`config.mk`:
```
export PLATFORM = sky130hd
export DESIGN_NAME = axis_skid_buffer
export DESIGN_NICKNAME = d
export VERILOG_FILES = /design/src/rtl/axis_skid_buffer.sv
export SDC_FILE = /design/constraint.sdc
export NUM_CORES = 1
export LEC_CHECK = 0
export ABC_AREA = 1
export CAP_MARGIN = 20
export CORE_AREA = 3 3 102 75
export DETAILED_ROUTE_END_ITERATION = 6
export DIE_AREA = 0 0 105 78
export HOLD_SLACK_MARGIN = 0.02
export PLACE_DENSITY = 0.77
export SETUP_SLACK_MARGIN = 0.2
export SLEW_MARGIN = 30
export SYNTH_ARGS = -nofsm -noshare
export SYNTH_HDL_FRONTEND = slang
export SYNTH_SLANG_ARGS = --single-unit
export TNS_END_PERCENT = 1
```
`constraint.sdc`:
```
create_clock -name clk -period 2.7 [get_ports clk]
set_input_delay 0.405 -clock clk [delete_from_list [all_inputs] [get_ports clk]]
set_output_delay 0.405 -clock clk [all_outputs]
set_load 0.01 [all_outputs]
```
`src/rtl/axis_skid_buffer.sv`:
```
// Two-entry AXI4-Stream register slice: OUT holds the beat on the bus, SKID catches
// the one extra beat accepted in the cycle after downstream stalls.
module axis_skid_buffer #(
  parameter int DATA_W = 32,
  parameter int USER_W = 1
) (
  input  logic              clk,
  input  logic              rst,
  input  logic [DATA_W-1:0] s_axis_tdata,
  input  logic [USER_W-1:0] s_axis_tuser,
  input  logic              s_axis_tlast,
  input  logic              s_axis_tvalid,
  output logic              s_axis_tready,
  output logic [DATA_W-1:0] m_axis_tdata,
  output logic [USER_W-1:0] m_axis_tuser,
  output logic              m_axis_tlast,
  output logic              m_axis_tvalid,
  input  logic              m_axis_tready
);

  typedef struct packed {
    logic [DATA_W-1:0] data;
    logic [USER_W-1:0] user;
    logic              last;
  } beat_t;

  // Encoding is {OUT.valid, SKID.valid}, so the valids come straight off state_q.
  typedef enum logic [1:0] {
    EMPTY = 2'b00,
    BUSY  = 2'b10,
    FULL  = 2'b11
  } state_e;

  // Handshake rule on both sides: a beat transfers on a rising edge where
  // tvalid && tready are both high; tvalid never waits on tready.
  state_e state_q, state_d;
  beat_t  out_q, out_d;
  beat_t  skid_q, skid_d;
  logic   s_ready_q, s_ready_d;
  beat_t  in_beat;
  logic   s_hs, m_hs;

  assign in_beat = '{data: s_axis_tdata, user: s_axis_tuser, last: s_axis_tlast};
  assign s_hs    = s_axis_tvalid && s_ready_q;
  assign m_hs    = state_q[1] && m_axis_tready;

  always_ff @(posedge clk) begin
    if (rst) begin
      state_q   <= EMPTY;
      out_q     <= '0;
      skid_q    <= '0;
      s_ready_q <= 1'b0;
    end else begin
      state_q   <= state_d;
      out_q     <= out_d;
      skid_q    <= skid_d;
      s_ready_q <= s_ready_d;
    end
  end

  always_comb begin
    state_d = state_q;
    out_d   = out_q;
    skid_d  = skid_q;
    case (state_q)
      EMPTY: begin
        if (s_hs) begin
          out_d   = in_beat;
          state_d = BUSY;
        end
      end
      BUSY: begin
        if (s_hs && m_hs) begin
          out_d = in_beat;
        end else if (s_hs) begin
          skid_d  = in_beat;
          state_d = FULL;
        end else if (m_hs) begin
          state_d = EMPTY;
        end
      end
      FULL: begin
        // SKID is always the younger beat, so it moves into OUT on drain.
        if (m_hs) begin
          out_d   = skid_q;
          skid_d  = '0;
          state_d = BUSY;
        end
      end
      default: state_d = EMPTY;
    endcase
    s_ready_d = (state_d != FULL);
  end

  assign s_axis_tready = s_ready_q;
  assign m_axis_tvalid = state_q[1];
  assign m_axis_tdata  = out_q.data;
  assign m_axis_tuser  = out_q.user;
  assign m_axis_tlast  = out_q.last;

endmodule

```
# Word-level counts from Yosys, hierarchy flattened
# Cells that the tools add are included.
op_classes:
  n_reduce_logical: 8
  n_eq_ne: 8
  n_mux: 13
ops:
  columns: ["operator", "count"]
  rows:
  - ["two-way mux 34 bit", 5]
  - ["case mux 34 bit (3 select lines)", 1]
  - ["case mux 34 bit (2 select lines)", 1]
  - ["!= test 2 bit (second input constant)", 6]
  - ["two-way mux 2 bit", 5]
  - ["AND reduction 4 bit", 2]
  - ["case mux 2 bit (3 select lines)", 1]
  - ["== test 2 bit (second input constant)", 2]
  - ["logical AND 1 bit", 3]
  - ["nonzero test 3 bit", 1]
  - ["logical NOT 2 bit", 1]
  - ["nonzero test 2 bit", 1]
totals:
  ff_bits: 71
  output_inout_bits: 36
  inputBits: 38

# Logic depth before layout (Yosys ltp)
# Gate-level depths: netlist of the first run.
depth:
  ltp_word: 6
  ltp_mapped: 10
  ltp_nobuf: 8

# Worst setup path before layout of the first run
# No wires, ideal clock.
synth_path:
  path_type: "flip-flop to flip-flop"
  from: "reg state_q[1]"
  to: "reg out_q, in the netlist m_axis_tdata[17]"
  setup_slack_ps: 1147
  required_time_ps: 2636
  arrival_time_ps: 1489
  stages_incl_launch_ff: 8
  cell_sequence: "dfxtp_1 -> inv_1 -> ha_1 -> o22ai_2 -> buf_4 -> buf_6 -> a21oi_1 -> nor2_1"
synth_via:
  elab_chain_cells: 4
synth_lines:
  columns: ["element", "line", "source"]
  rows:
  - ["start: declaration", "36", "state_e state_q, state_d;"]
  - ["start signal: assignment", "54", "state_q <= state_d;"]
  - ["logical AND 1 bit", "45", "assign m_hs = state_q[1] && m_axis_tready;"]
  - ["logical AND 1 bit", "73", "if (s_hs && m_hs) begin"]
  - ["!= test 2 bit (no line)", null, null]
  - ["AND reduction 4 bit (no line)", null, null]
  - ["end signal: assignment", "55", "out_q <= out_d;"]
  - ["end: declaration", "37", "beat_t out_q, out_d;"]
# Parallel ways exist; a longest one is shown, timed or not.
# A chain may end at the register's enable or synchronous reset.

# Worst setup path in the final report of the first run
layout_path:
  from: "reg state_q[1]"
  to: "reg skid_q[13] in the netlist's numbering"
layout_via:
  elab_chain_cells: 4
layout_lines:
  columns: ["element", "line", "source"]
  rows:
  - ["logical AND 1 bit", "45", null]
  - ["logical AND 1 bit", "73", null]
  - ["!= test 2 bit (no line)", null, null]
  - ["AND reduction 4 bit (no line)", null, null]
  - ["end signal: assignment", "56", "skid_q <= skid_d;"]
  - ["end: declaration", "38", "beat_t skid_q, skid_d;"]
# Parallel ways exist; a longest one is shown, timed or not.

==> impl_metrics.env, run 1 <==
export IMPL_floorplan_die_height_um=78
export IMPL_yosys_area_top_type="dfxtp_1"
export IMPL_synth_most_common_cell="nand2_1"
export IMPL_floorplan_core_area_sq_mm=0.00669
export IMPL_drv_max_cap_violation_count=0
export IMPL_crit_path_end_kind="register"
export IMPL_final_report_max_slew_violation_count=0
export IMPL_rsz0062_at_grt="no"
export IMPL_fin_worst_skew_ns=0.00739
export IMPL_cp_data_required_time_ns=2.98
export IMPL_grt_pass1_wl_um=12800
export IMPL_seq_area_frac_synth=0.428
export IMPL_die_w_um=105
export IMPL_route_antenna_remaining_nets=0
export IMPL_clock_fmax_ghz=0.526
export IMPL_die_area_sq_mm=0.00819
export IMPL_max_clock_path_buffers=2
export IMPL_synth_top_area_share=0.428
export IMPL_detail_route_wirelength_um=7750
export IMPL_p_leak_nw=1.78
export IMPL_drtPass1Iterations=5
export IMPL_num_antenna_cells=0
export IMPL_antenna_found_initial=0
export IMPL_worst_slew_pin_transition_ns=0.394
export IMPL_final_layout_size_suffix_gt1_frac=0.0525
export IMPL_post_cts_setup_buffers=0
export IMPL_layout_min_cycle_time_ns=1.90
export IMPL_yosys_cell_types_count=16
export IMPL_path_class="register to register"
export IMPL_fp_row_count=25
export IMPL_drt_wirelength_per_cell_um=12.0
export IMPL_num_fill_cells=652
export IMPL_clock_sink_count=71
export IMPL_post_route_worst_setup_slack_ns=0.798
export IMPL_buffer_ports_inserted=73
export IMPL_cts_buffers_inserted=9
export IMPL_route_detailed_vias_per_inst=4.94
export IMPL_synthArstFlopShare=0
export IMPL_timing_hold_worst_start="skid_q[0]"
export IMPL_synth_edff_count=0
export IMPL_timing_reg2reg_worst_path_depth=6
export IMPL_cts_tree="yes"
export IMPL_cts_resized=0
export IMPL_synth_yosys_warnings=0
export IMPL_post_cts_clock_slew_at_the_launch_and_capture_registers_of_the_worst_setup_and_hold_paths_ns=0.07
export IMPL_routed_via_count=3191
export IMPL_hold_buffers=0
export IMPL_root_buffer="clkbuf_8"
export IMPL_floorplan_initialDensity=0.496
export IMPL_drc_errors=0
export IMPL_hold_path_cell_count=2
export IMPL_critPathArrivalTime_ns=2.18
export IMPL_final_core_utilization=0.629
export IMPL_syn2layout_area_growth_pct=26.9
export IMPL_worst_r2r_setup_slack_ns=0.80
export IMPL_dpl_worst_slack_ns=0.724
export IMPL_place_gp_congestion=0.833
export IMPL_grt_util_all_layers=0.190
export IMPL_critical_path_max_fanout=34
export IMPL_synth_common_cells="nand2_1 (116), a21oi_1 (104), nor2_1 (75)"
export IMPL_global_route_overflow_total=0
export IMPL_status="complete, no violations"
export IMPL_power_density_mw_per_mm2=596
export IMPL_timing_setup_tns_ns=0
export IMPL_drt_iter0_drc=194
export IMPL_irDropWorstVdd_mv=0.285
export IMPL_number_of_h_tree_levels=3
export IMPL_min_to="skid_q[0]"
export IMPL_maximum_number_of_pins_on_one_net_before_global_route_repair=69
export IMPL_worstReg2RegStart="state_q[1]"
export IMPL_postSynth_topFlopCell="dfxtp_1"
export IMPL_ios=74
export IMPL_nNetsFinal=589
export IMPL_final_hold_viol_count=0
export IMPL_period_utilisation_layout=0.704
export IMPL_synthesis_instances=491
export IMPL_grt_pass1_vias=2930
export IMPL_synth_top_cells_by_area="dfxtp_1 (43%), a21oi_1 (16%), nand2_1 (13%), nor2_1 (8.5%), nand3_1 (5.4%)"
export IMPL_mappedNetlistNets=533
export IMPL_r2r_end="skid_q[13]"
export IMPL_syn_cell_area_sq_mm=0.00332
export IMPL_crit_path_start_kind="register"
export IMPL_average_instance_area_after_synthesis_sq_um=6.76
export IMPL_hold_path_class="register to register"
export IMPL_detailed_place_hpwl_um=4830
export IMPL_max_slew_margin=0.738
export IMPL_insertion_delay_ns=0.35
export IMPL_postSynthRegisterBits=71
export IMPL_setup_viol_count_final=0
worst max-delay path by stage:
stage	from	end	slack (ns)	depth (start not counted)
final	state_q[1]	skid_q[13]	0.80	6
after global routing	state_q[0]	skid_q[1]	0.62	7
after CTS	state_q[1]	skid_q[4]	0.81	6
after detailed placement	m_axis_tready	skid_q[4]	0.72	8
after global placement	m_axis_tready	m_axis_tdata[24]	0.77	9
after floorplan	state_q[1]	m_axis_tdata[17]	1.15	7
per-layer routing:
| layer | routed length [um] | vias up | GRT usage | part of all wire |
|---|---|---|---|---|
| li1 | - | 1668 | - | - |
| met5 | 0 | - | 0 | 0 |
| met3 | 607 | 8 | 0.0740 | 0.078 |
| met1 | 3640 | 1415 | 0.236 | 0.47 |
| met2 | 3450 | 100 | 0.309 | 0.44 |
| met4 | 57 | 0 | 0.0524 | 0.0074 |
where the power goes:
| group | switching, mW | total (mW) | internal, mW |
|---|---|---|---|
| logic | 0.315 | 0.606 | 0.291 |
| registers | 0.0479 | 1.18 | 1.13 |
| clock network | 0.396 | 0.726 | 0.330 |
registers in the layout, summed over array words and instances, names as in the netlist:
| register | flops |
|---|---|
| m_axis_tdata | 32 |
| m_axis_tlast | 1 |
| m_axis_tuser | 1 |
| s_axis_tready | 1 |
| skid_q | 34 |
| state_q | 2 |
critical path: stages (launching register included):
cell and delay (ns):
dfxtp_1 0.46, ha_1 0.41, nand3_2 0.19, o22ai_2 0.13, buf_4 0.37, nand2_1 0.12
a21oi_1 0.15
layout make-up:
class	count	area, sq um	share of cell area
Clock inverter	6	36.3	0.00862
Timing Repair Buffer	81	816	0.194
Tap cell	94	118	0.0279
Sequential cell	71	1420	0.337
Multi-Input combinational cell	340	1530	0.363
Clock buffer	10	128	0.0303
Inverter	44	165	0.0392
cells in the final DEF (no fill, tap or decap):
cell / count
nor3_1: 1
nand2_1: 116
inv_2: 1
nand3_1: 36
clkinv_2: 4
clkinvlp_4: 1
dfxtp_1: 71
ha_1: 3
clkbuf_1: 1
buf_12: 2
clkinv_1: 1
nand3_2: 2
o22ai_2: 1
nor2_1: 75
inv_6: 1
clkdlybuf4s50_1: 73
clkbuf_8: 9
ha_2: 1
o22ai_4: 1
buf_4: 6
a21oi_1: 104
inv_1: 42
stage by stage:
step / cells / hold slack (ns) / total power, mW / area, sq um
global placement: 630 / 0.448 / 1.79 / 4050
floorplan: 491 / 0.440 / 1.56 / 3320
finish: 646 / 0.464 / 2.51 / 4210
CTS: 646 / 0.464 / 2.53 / 4210
detailed placement: 630 / 0.453 / 1.81 / 4050
global route: 646 / 0.480 / 2.65 / 4210
cell families (layout without fill, tap and decap cells):
kind of cell	Yosys count	count (layout)	synth area share
compound gates	106	106	0.164
fa+ha+maj	4	4	0.0151
buf+inv	80	141	0.114
flops	71	71	0.428
simple gates	230	230	0.278
No activity file was read; power rests on OpenSTA's default activity.
==> run 2, diff against run 1 <==
==> constraint.sdc (replaced) <==
create_clock -name clk -period 1.9 [get_ports clk]
set_input_delay 0.285 -clock clk [delete_from_list [all_inputs] [get_ports clk]]
set_output_delay 0.285 -clock clk [all_outputs]
set_load 0.01 [all_outputs]
==> run 2 against run 1 <==
Worst hold slack improved by 0.0021 ns. Clock skew about the same. Critical path type unchanged. Sequential power increased by 42%. Critical path depth increased by 2. Sequential share of layout area decreased by 1.7 points. Highest routed layer unchanged.
==> impl_metrics.env, run 2 (synthesized netlist as in run 1, its figures left out) <==
export IMPL_status="complete, no violations"
export IMPL_p_leak_nw=1.90
export IMPL_grt_pass1_wl_um=13800
export IMPL_period_utilisation_layout=0.874
export IMPL_timing_reg2reg_worst_path_depth=8
export IMPL_place_gp_congestion=0.784
export IMPL_drc_errors=0
export IMPL_layout_min_cycle_time_ns=1.66
export IMPL_cts_tree="yes"
export IMPL_num_antenna_cells=0
export IMPL_route_antenna_remaining_nets=0
export IMPL_final_report_max_slew_violation_count=0
export IMPL_drt_wirelength_per_cell_um=13.5
export IMPL_worstReg2RegStart="state_q[1]"
export IMPL_share_seq_of_total_power=0.418
export IMPL_worst_r2r_setup_slack_ns=0.24
export IMPL_hold_path_cell_count=2
export IMPL_registers_top_by_ff_count="skid_q"
export IMPL_irDropWorstVdd_mv=0.495
export IMPL_fin_worst_skew_ns=0.00779
export IMPL_floorplan_core_area_sq_mm=0.00669
export IMPL_setup_viol_count_final=0
export IMPL_timing_hold_worst_start="skid_q[21]"
export IMPL_insertion_delay_ns=0.35
export IMPL_clock_sink_count=71
export IMPL_total_power_mw=4.02
export IMPL_cts_buffers_inserted=9
export IMPL_floorplan_initialDensity=0.496
export IMPL_power_frac_clock=0.334
export IMPL_min_to="skid_q[21]"
export IMPL_number_of_h_tree_levels=3
export IMPL_power_density_mw_per_mm2=902
export IMPL_critical_path_max_fanout=18
export IMPL_nNetsFinal=600
export IMPL_detailed_place_hpwl_um=5380
export IMPL_worst_slew_pin_transition_ns=0.384
export IMPL_critPathArrivalTime_ns=1.90
export IMPL_root_buffer="clkbuf_8"
export IMPL_rsz0062_at_grt="no"
export IMPL_final_common_cell="nand2_1"
export IMPL_swShare=0.282
export IMPL_drv_max_cap_violation_count=0
export IMPL_routed_via_count=3347
export IMPL_post_route_worst_setup_slack_ns=0.239
export IMPL_timing_setup_tns_ns=0
export IMPL_cp_data_required_time_ns=2.14
export IMPL_die_w_um=105
export IMPL_path_class="register to register"
export IMPL_drtPass1Iterations=4
export IMPL_route_detailed_vias_per_inst=5.09
export IMPL_syn2layout_area_growth_pct=34.1
export IMPL_post_cts_clock_slew_at_the_launch_and_capture_registers_of_the_worst_setup_and_hold_paths_ns=0.08
export IMPL_final_hold_viol_count=0
export IMPL_grt_pass1_vias=3052
export IMPL_detail_route_wirelength_um=8880
export IMPL_final_layout_size_suffix_gt1_frac=0.0782
export IMPL_global_route_overflow_total=0
export IMPL_crit_path_start_kind="register"
export IMPL_most_common_layout_cells="nand2_1 (116), a21oi_1 (104), nor2_1 (75)"
export IMPL_r2r_end="m_axis_tdata[5]"
export IMPL_comb_power_share=0.248
export IMPL_maximum_number_of_pins_on_one_net_before_global_route_repair=51
export IMPL_drt_iter0_drc=178
export IMPL_buffer_ports_inserted=73
export IMPL_crit_path_end_kind="register"
export IMPL_floorplan_die_height_um=78
export IMPL_ios=74
export IMPL_grt_util_all_layers=0.205
export IMPL_max_slew_margin=0.744
export IMPL_die_area_sq_mm=0.00819
export IMPL_sw_pwr_mw=1.13
export IMPL_largest_register_ff_count=34
export IMPL_antenna_found_initial=0
export IMPL_multi_input_area_sq_mm=0.00154
export IMPL_num_fill_cells=597
export IMPL_internal_power_mw=2.88
export IMPL_hold_path_class="register to register"
export IMPL_max_clock_path_buffers=2
export IMPL_fp_row_count=25
export IMPL_dpl_worst_slack_ns=0.0934
export IMPL_ff_latch_area_sq_mm=0.00143
export IMPL_clock_fmax_ghz=0.602
-- run 2: changes by cell type in the layout (fill, tap and decap cells not counted), moves of 2 or more --
cell       change
buf_12         +3
buf_4          +4
clkinv_2       -3
buf_6          +2
dfxtp_1        -2
clkbuf_16      +2
bufinv_16      +2
-- run 2: worst max path at each step --
stage,from,endpoint,slack [ns],cells after the start
6_report,state_q[1],m_axis_tdata[5],0.24,8
5_1_grt,state_q[0],m_axis_tdata[21],0.16,7
4_1_cts,state_q[0],m_axis_tdata[11],0.17,8
3_5_place_dp,m_axis_tready,m_axis_tdata[11],0.09,9
3_3_place_gp,m_axis_tready,m_axis_tdata[18],0.13,9
2_1_floorplan,state_q[1],m_axis_tdata[17],0.35,7
-- run 2: cell type report --
class / instances / share of cell area
Sequential cell: 71 / 0.320
Timing Repair Buffer: 92 / 0.220
Tap cell: 94 / 0.0264
Multi-Input combinational cell: 340 / 0.346
Clock buffer: 11 / 0.0318
Inverter: 44 / 0.0371
Clock inverter: 5 / 0.0183
-- run 2: through the flow --
step,hold slack (ns),util,cell area (sq um),instances
finish,0.466,0.665,4450,657
global route,0.482,0.665,4450,657
CTS,0.463,0.649,4340,652
detailed placement,0.452,0.615,4120,636
global placement,0.447,0.615,4120,636
floorplan,0.440,-,3320,491
-- run 2: power groups by stage --
stage	Clock [mW]	Sequential (mW)	Combinational, mW
2_1_floorplan	0	1.74	0.467
3_3_place_gp	0	1.70	0.880
3_5_place_dp	0	1.71	0.896
4_1_cts	1.35	1.68	0.902
5_1_grt	1.44	1.69	1.09
6_report	1.34	1.68	0.996
-- run 2: per-layer routing --
layer  GRT usage  vias to the layer above  part of all wire
li1            -                     1687                 -
met1       0.272                     1516              0.46
met2       0.321                      128              0.46
met3      0.0565                       16             0.071
met4      0.0721                        0             0.017
met5           0                        -                 0
-- run 2: what timing repair did --
item | CTS | global route
hold endpoints to repair | 0 | 0
setup buffers | 0 | 2
resized for setup | 2 | 5
pin swaps | 0 | 2
hold buffers | 0 | 0
gates cloned | 0 | 3
endpoints found under the setup margin | 61 | 67
-- run 2: worst max-delay path, cell delays in order (launching register included) --
cell	delay, ns
dfxtp_4	0.40
inv_1	0.08
ha_1	0.33
o22ai_4	0.21
buf_12	0.16
buf_6	0.17
nand3_1	0.09
nand2_1	0.07
nor2_1	0.04
==> RTL change, RTL diff (flow settings as in run 1) <==
`DATA_W`: 32 -> 64.
--- a/src/rtl/axis_skid_buffer.sv
+++ b/src/rtl/axis_skid_buffer.sv
@@ -2,5 +2,5 @@
 // the one extra beat accepted in the cycle after downstream stalls.
 module axis_skid_buffer #(
-  parameter int DATA_W = 32,
+  parameter int DATA_W = 64,
   parameter int USER_W = 1
 ) (
Interface: changed (resized m_axis_tdata and s_axis_tdata); port bits go from 74 to 138. No check against the original RTL was run, so the function may have changed too.
==> RTL change against run 1 <==
- area after synthesis grew 96%
- the flow now stops in global placement without I/O
==> RTL change: results (changes against run 1) <==
die:
  die_w_um: 105  # unchanged
synth:
  synth-seq-area-share: 0.416  # -0.0124
  synth_top_cells_by_area: "sky130_fd_sc_hd__dfxtp_1 42%, sky130_fd_sc_hd__nand2_1 14%, sky130_fd_sc_hd__nor2_1 13%, sky130_fd_sc_hd__a21oi_1 10%, sky130_fd_sc_hd__inv_1 6.6%"
  postSynthCellCount: 1022  # +110%
  postSynthRegisterBits: 135  # +90%
  async_flop_share: 0  # unchanged
  synth.yosys.warnings: 0  # unchanged
  synth.cells.most_frequent: "242 x sky130_fd_sc_hd__nand2_1, 218 x sky130_fd_sc_hd__nor2_1, 135 x sky130_fd_sc_hd__dfxtp_1"
  syn_nets: 1096  # +110%
  dominantRegCellSynth: "sky130_fd_sc_hd__dfxtp_1"
  ys_types: 15  # -1
outcome:
  result_of_the_run: "did not finish"
  outcome.stop_stage: "global placement without I/O"
  error_message: "[ERROR GPL-0301] Utilization 113.463 % exceeds 100%."
RTL change: cell types whose count changed after synthesis, sizes merged, moves of 2 or more:
cell    change
nand3      +34
nor2      +143
o21a       +26
inv        +75
o21ai       +2
o22ai       -2
nand2     +126
a21oi      +28
dfxtp      +64
clkbuf     +21
buf        +16
RTL change: cells by family after synthesis:
logic type               count (synthesis)  synth area share
AND/OR/NAND/NOR                        532             0.321
buffers and inverters                  191             0.121
AO/OA/AOI/OAI                          160             0.134
flip-flops                             135             0.416
adder cells (fa/ha/maj)                  4           0.00770
